## src/rtl/alu_cmp_issuer_if.sv

```systemverilog
// alu_cmp_issuer_if: request, compare-unit and result signals of the ALU compare issuer.
// Rev 1.0
`default_nettype none

interface alu_cmp_issuer_if #(
    parameter int TAGW = 4
);
    logic            in_valid;
    logic            in_ready;
    logic [31:0]     in_rs1;
    logic [31:0]     in_rs2;
    logic [TAGW-1:0] in_tag;
    logic [31:0]     alu_rs1;
    logic [31:0]     alu_rs2;
    logic [31:0]     alu_rd;
    logic            out_valid;
    logic            out_ready;
    logic [31:0]     out_rd;
    logic [TAGW-1:0] out_tag;
    logic            out_err;
    logic            busy;

    modport slave (
        input  in_valid, in_rs1, in_rs2, in_tag, alu_rd, out_ready,
        output in_ready, alu_rs1, alu_rs2, out_valid, out_rd, out_tag, out_err, busy
    );

    modport master (
        output in_valid, in_rs1, in_rs2, in_tag, alu_rd, out_ready,
        input  in_ready, alu_rs1, alu_rs2, out_valid, out_rd, out_tag, out_err, busy
    );
endinterface

`default_nettype wire

```

## src/rtl/alu_cmp_issuer.sv

```systemverilog
// alu_cmp_issuer: FIFO-buffered issuer of operand pairs to a combinational compare unit.
// Rev 1.0
`default_nettype none

module alu_cmp_issuer #(
    parameter int DEPTH  = 2,
    parameter int SETTLE = 1,
    parameter int TAGW   = 4
) (
    input  logic              clk,
    input  logic              rst,
    alu_cmp_issuer_if.slave   bus
);
    localparam int AW = $clog2(DEPTH);
    localparam int CW = $clog2(SETTLE + 1);

    typedef enum logic [1:0] {
        S_IDLE = 2'd0,
        S_WAIT = 2'd1,
        S_HOLD = 2'd2
    } state_e;

    logic [31:0]     rs1_mem [DEPTH];
    logic [31:0]     rs2_mem [DEPTH];
    logic [TAGW-1:0] tag_mem [DEPTH];

    logic [AW:0]     wr_ptr_q, rd_ptr_q;
    state_e          state_q, state_d;
    logic [CW-1:0]   cnt_q, cnt_d;
    logic [31:0]     rs1_q, rs1_d, rs2_q, rs2_d, rd_q, rd_d;
    logic [TAGW-1:0] tag_q, tag_d, otag_q, otag_d;
    logic            ovalid_q, ovalid_d, err_q, err_d;

    logic            empty_w, full_w, push_w, pop_w;
    logic [AW-1:0]   rd_idx_w;

    assign empty_w  = (wr_ptr_q == rd_ptr_q);
    assign full_w   = (wr_ptr_q[AW] != rd_ptr_q[AW]) && (wr_ptr_q[AW-1:0] == rd_ptr_q[AW-1:0]);
    assign push_w   = bus.in_valid && !full_w;
    assign rd_idx_w = rd_ptr_q[AW-1:0];

    // Storage needs no reset: pointers alone define which entries are live.
    always_ff @(posedge clk) begin
        if (push_w) begin
            rs1_mem[wr_ptr_q[AW-1:0]] <= bus.in_rs1;
            rs2_mem[wr_ptr_q[AW-1:0]] <= bus.in_rs2;
            tag_mem[wr_ptr_q[AW-1:0]] <= bus.in_tag;
        end
    end

    always_comb begin
        state_d  = state_q;
        cnt_d    = cnt_q;
        rs1_d    = rs1_q;
        rs2_d    = rs2_q;
        tag_d    = tag_q;
        rd_d     = rd_q;
        otag_d   = otag_q;
        err_d    = err_q;
        ovalid_d = ovalid_q;
        pop_w    = 1'b0;

        case (state_q)
            S_IDLE: begin
                pop_w = !empty_w;
            end
            S_WAIT: begin
                cnt_d = cnt_q - CW'(1);
                if (cnt_q == CW'(1)) begin
                    rd_d     = bus.alu_rd;
                    otag_d   = tag_q;
                    err_d    = |bus.alu_rd[31:1];
                    ovalid_d = 1'b1;
                    state_d  = S_HOLD;
                end
            end
            S_HOLD: begin
                if (bus.out_ready) begin
                    ovalid_d = 1'b0;
                    pop_w    = !empty_w;
                    if (empty_w) begin
                        state_d = S_IDLE;
                    end
                end
            end
            default: state_d = S_IDLE;
        endcase

        if (pop_w) begin
            rs1_d   = rs1_mem[rd_idx_w];
            rs2_d   = rs2_mem[rd_idx_w];
            tag_d   = tag_mem[rd_idx_w];
            cnt_d   = CW'(SETTLE);
            state_d = S_WAIT;
        end
    end

    always_ff @(posedge clk or posedge rst) begin
        if (rst) begin
            wr_ptr_q <= '0;
            rd_ptr_q <= '0;
            state_q  <= S_IDLE;
            cnt_q    <= '0;
            rs1_q    <= '0;
            rs2_q    <= '0;
            tag_q    <= '0;
            rd_q     <= '0;
            otag_q   <= '0;
            err_q    <= 1'b0;
            ovalid_q <= 1'b0;
        end else begin
            if (push_w) wr_ptr_q <= wr_ptr_q + (AW+1)'(1);
            if (pop_w)  rd_ptr_q <= rd_ptr_q + (AW+1)'(1);
            state_q  <= state_d;
            cnt_q    <= cnt_d;
            rs1_q    <= rs1_d;
            rs2_q    <= rs2_d;
            tag_q    <= tag_d;
            rd_q     <= rd_d;
            otag_q   <= otag_d;
            err_q    <= err_d;
            ovalid_q <= ovalid_d;
        end
    end

    assign bus.in_ready  = !full_w;
    assign bus.alu_rs1   = rs1_q;
    assign bus.alu_rs2   = rs2_q;
    assign bus.out_valid = ovalid_q;
    assign bus.out_rd    = rd_q;
    assign bus.out_tag   = otag_q;
    assign bus.out_err   = err_q;
    assign bus.busy      = !empty_w || (state_q != S_IDLE);
endmodule

`default_nettype wire

```

## src/flat_wrapper.sv

```systemverilog
// flat-port wrapper written by rule: the top's interface ports become plain ports
module alu_cmp_issuer_flat 
#(
    parameter int DEPTH  = 2,
    parameter int SETTLE = 1,
    parameter int TAGW   = 4
)
  (clk, rst, bus_in_valid, bus_in_rs1, bus_in_rs2, bus_in_tag, bus_alu_rd, bus_out_ready, bus_in_ready, bus_alu_rs1, bus_alu_rs2, bus_out_valid, bus_out_rd, bus_out_tag, bus_out_err, bus_busy);
  alu_cmp_issuer_if #(.TAGW(TAGW)) bus_i ();
  input  logic clk;
  input  logic rst;
  input wire logic [$bits(bus_i.in_valid)-1:0] bus_in_valid;
  input wire logic [$bits(bus_i.in_rs1)-1:0] bus_in_rs1;
  input wire logic [$bits(bus_i.in_rs2)-1:0] bus_in_rs2;
  input wire logic [$bits(bus_i.in_tag)-1:0] bus_in_tag;
  input wire logic [$bits(bus_i.alu_rd)-1:0] bus_alu_rd;
  input wire logic [$bits(bus_i.out_ready)-1:0] bus_out_ready;
  output wire logic [$bits(bus_i.in_ready)-1:0] bus_in_ready;
  output wire logic [$bits(bus_i.alu_rs1)-1:0] bus_alu_rs1;
  output wire logic [$bits(bus_i.alu_rs2)-1:0] bus_alu_rs2;
  output wire logic [$bits(bus_i.out_valid)-1:0] bus_out_valid;
  output wire logic [$bits(bus_i.out_rd)-1:0] bus_out_rd;
  output wire logic [$bits(bus_i.out_tag)-1:0] bus_out_tag;
  output wire logic [$bits(bus_i.out_err)-1:0] bus_out_err;
  output wire logic [$bits(bus_i.busy)-1:0] bus_busy;
  assign bus_i.in_valid = bus_in_valid;
  assign bus_i.in_rs1 = bus_in_rs1;
  assign bus_i.in_rs2 = bus_in_rs2;
  assign bus_i.in_tag = bus_in_tag;
  assign bus_i.alu_rd = bus_alu_rd;
  assign bus_i.out_ready = bus_out_ready;
  assign bus_in_ready = bus_i.in_ready;
  assign bus_alu_rs1 = bus_i.alu_rs1;
  assign bus_alu_rs2 = bus_i.alu_rs2;
  assign bus_out_valid = bus_i.out_valid;
  assign bus_out_rd = bus_i.out_rd;
  assign bus_out_tag = bus_i.out_tag;
  assign bus_out_err = bus_i.out_err;
  assign bus_busy = bus_i.busy;
  alu_cmp_issuer #(.DEPTH(DEPTH), .SETTLE(SETTLE), .TAGW(TAGW)) u_core (.clk(clk), .rst(rst), .bus(bus_i));
endmodule
```

## config.mk

```make
export PLATFORM = sky130hd
export DESIGN_NAME = alu_cmp_issuer_flat
export DESIGN_NICKNAME = d
export VERILOG_FILES = /design/src/rtl/alu_cmp_issuer_if.sv /design/src/rtl/alu_cmp_issuer.sv /design/src/flat_wrapper.sv
export SDC_FILE = /design/constraint.sdc
export NUM_CORES = 1
export LEC_CHECK = 0
export BUFFER_PORTS_ARGS = -buffer_cell sky130_fd_sc_hd__buf_4
export CAP_MARGIN = 10
export CORE_UTILIZATION = 40
export DETAILED_ROUTE_END_ITERATION = 12
export PLACE_DENSITY = 0.64
export SYNTH_ARGS = -nofsm -noshare
export SYNTH_HDL_FRONTEND = slang
export SYNTH_SLANG_ARGS = --single-unit
```

## constraint.sdc

```tcl
create_clock -name clk -period 5.1 [get_ports clk]
set_input_delay 0.51 -clock clk [delete_from_list [all_inputs] [get_ports clk]]
set_output_delay 0.51 -clock clk [all_outputs]
set_load 0.01 [all_outputs]
```

==> impl_metrics.ini <==
[yosys]
synthXorXnorAreaFrac = 0.00741
synth_compound_area_frac = 0.00863
syn-num-nets = 589
synth_simple_gate_area_share = 0.0135
synth_edf_count = 136
async_flop_share = 0.454
synth_seq_area_share = 0.745
synthMuxAreaShare = 0.209
ys_ff_latch = 249
synth_area_um2 = 9280
synth_top_family_by_area = multiplexers
synth_cells = 485
postSynthAreaPerCell_um2 = 19.1
ys.flop_type = edfxtp_1
synth_warnings = 0
synthAdderAreaFrac = 0
yosysUniqueCellTypes = 30

[global_route]
antenna_found_initial = 0
grt_usage = 0.150
grt_first_pass_wirelength_um = 28100
grt_overflow = 0
grt_max_degree = 72
grt_pass1_vias = 5280

[finish]
diodes = 0
final.fill_count = 1862
area_growth_pct = 28.4
layout-drive-gt1-share = 0.570
fin_nets = 810
multi_input_area_um2 = 2220
seqCellArea_um2 = 6920

[clocking]
post_cts_buffers = 0
cts-hold-fix-buffers = 0
post_cts_resized = 0
clk-insertion-delay-late_ns = 0.52
cts_tree = done
cts.path.max_buffers = 3
numCtsBuffers = 26
clk_pin_slew_ns = 0.06
cts_root_buf = clkbuf_16
clock-sinks = 249
htreeDepth = 1

[pwr]
vdd_ir_drop_max_mv = 0.266
power_density_nw_per_um2 = 671
total_power_mw = 8.00
leakage_nw = 4.77

[timing]
setup_viol = 0
tightest_slew_ns = 0.977
final.setup.tns_ns = 0
max_freq_mhz = 357
layout_worst_path_cycle_share = 0.549
slew-limit-headroom = 0.349
rsz0062_at_grt = false
hold_viol = 0
fin_crit_ns = 2.80
finClkSkew_ns = 0.0142
slew_violations = 0

[setup_path]
reg2reg_to = u_core.rs2_mem[1][19]$_DFFE_PP_
r2r_start = u_core.rd_ptr_q[0]$_DFFE_PP0P_
ff2ff_path_depth = 4
ff2ff_setup_slack_ns = 2.30
crit_path_start = u_core.rd_ptr_q[0]$_DFFE_PP0P_
critPathCaptureType = flop
setup.worst_path.end = u_core.rs2_mem[1][19]$_DFFE_PP_
crit_type = flop to flop
worst-endpoint-arrival_ns = 2.95
cp.required_ns = 5.25
crit_path_start_kind = flop
critPathMaxFanout = 71

[die]
fp-row-count = 55
fp.dieArea_um2 = 23800
ios = 208
core_region_area_um2 = 22700
die_w_um = 154
die_y_um = 154
start_util = 0.409

[route]
drt-pass1-iter-count = 6
post-route-drc-count = 0
routedWlPerCell_um = 17.6
first_iter_violations = 200
vias_per_cell = 4.83
wl_um = 17700
vias = 4873
antenna_left = 0

[placement]
hpwlAfterDp_um = 11600
port_buffers = 207
gp_congestion = 0.729

[run]
max_cap_violations = 0

[status]
outcome = finished clean

[hold_path]
holdCritPathClass = input port to asynchronous set/reset pin
[area by class of cell]
| type | count | share of cell area |
|---|---|---|
| clock buffer | 34 | 0.0614 |
| clock inverter | 12 | 0.00546 |
| timing repair buffer | 213 | 0.135 |
| inverter | 5 | 0.00178 |
| sequential | 249 | 0.580 |
| multi-input combinational | 211 | 0.186 |
| tap | 285 | 0.0299 |
[through the flow]
stage	hold WS, ns	std cells	worst slack, ns	cell area, µm²	utilization
2_1_floorplan	0.452	485	0.654	9280	-
6_report	0.170	1009	2.30	11900	0.525
4_1_cts	0.153	1009	2.22	11900	0.525
3_5_place_dp	0.476	963	2.23	11100	0.490
3_3_place_gp	0.467	963	2.28	11100	0.490
5_1_grt	0.157	1009	2.05	11900	0.525
[worst max-delay path, cell delays in order, from the launching register on]
cell and delay, ns:
dfrtp_4 0.82, inv_1 0.24, o211ai_1 0.17, inv_2 0.62
buf_4 0.55
[placed cells by master, fill, tap and decap left out, types with 2 or more instances in the layout]
master,n
dfrtp_1,112
xnor2_1,4
clkbuf_1,4
xor2_1,2
inv_1,3
mux2_1,17
clkbuf_16,27
nor2b_1,2
buf_4,212
nor2_1,4
a21oi_1,2
edfxtp_1,136
mux2_2,155
and4_1,2
clkbuf_8,3
nand2_1,2
nor4_1,7
clkinv_2,6
clkinv_1,3
clkinvlp_4,2
[worst min-delay path by stage]
stage	slack (ns)	depth (start not counted)	startpoint	end
after global routing	0.16	1	bus_in_rs1[15]	u_core.rs1_mem[0][15]$_DFFE_PP_
final	0.17	2	rst	u_core.bus.alu_rs2[2]$_DFFE_PP0P_
after CTS	0.15	1	bus_in_rs2[11]	u_core.rs2_mem[0][11]$_DFFE_PP_
after floorplan	0.45	1	u_core.tag_q[1]$_DFFE_PP0P_	u_core.tag_q[1]$_DFFE_PP0P_
after global placement	0.47	1	u_core.tag_q[1]$_DFFE_PP0P_	u_core.tag_q[1]$_DFFE_PP0P_
after detailed placement	0.48	1	u_core.bus.alu_rs1[0]$_DFFE_PP0P_	u_core.bus.alu_rs1[0]$_DFFE_PP0P_
[per-layer routing]
| layer | global-route usage | routed length (µm) | up-vias |
|---|---|---|---|
| met4 | 0.0354 | 274 | 0 |
| met1 | 0.188 | 7510 | 2403 |
| li1 | - | - | 2256 |
| met2 | 0.248 | 8160 | 186 |
| met3 | 0.0560 | 1790 | 28 |
| met5 | 0 | 0 | - |
[logic make-up after synthesis]
family          count (synthesis)
flops                         249
mux                           172
buf+inv                        25
simple gates                   22
compound gates                 10
xor+xnor                        7
[power breakdown]
group / switching (mW) / internal [mW] / leakage (nW)
sequential: 0.432 / 2.99 / 2.58
clock: 0.732 / 1.01 / 0.392
combinational: 1.23 / 1.61 / 1.81
[synth_stat cells, types with 2 or more instances]
library cell,instances,area (µm²)
clkbuf_1,6,22.5
xor2_1,2,17.5
dfrtp_1,113,2830
nor2_1,5,18.8
inv_1,5,18.8
buf_2,5,25.0
and4_1,2,17.5
a21oi_1,2,10.0
buf_6,7,78.8
nor4_1,7,43.8
mux2_2,155,1750
buf_4,2,15.0
edfxtp_1,136,4080
mux2_1,17,191
nand2_1,2,7.51
nor2b_1,2,12.5
xnor2_1,4,35.0
[state kept, by name, summed over array words and instances (netlist names), 4 cells and up]
name / cells
u_core.bus.alu_rs1: 32
u_core.bus.alu_rs2: 32
u_core.bus.out_rd: 32
u_core.bus.out_tag: 4
u_core.rs1_mem: 64
u_core.rs2_mem: 64
u_core.tag_mem: 8
u_core.tag_q: 4
No activity file was read; power rests on OpenSTA's default activity.
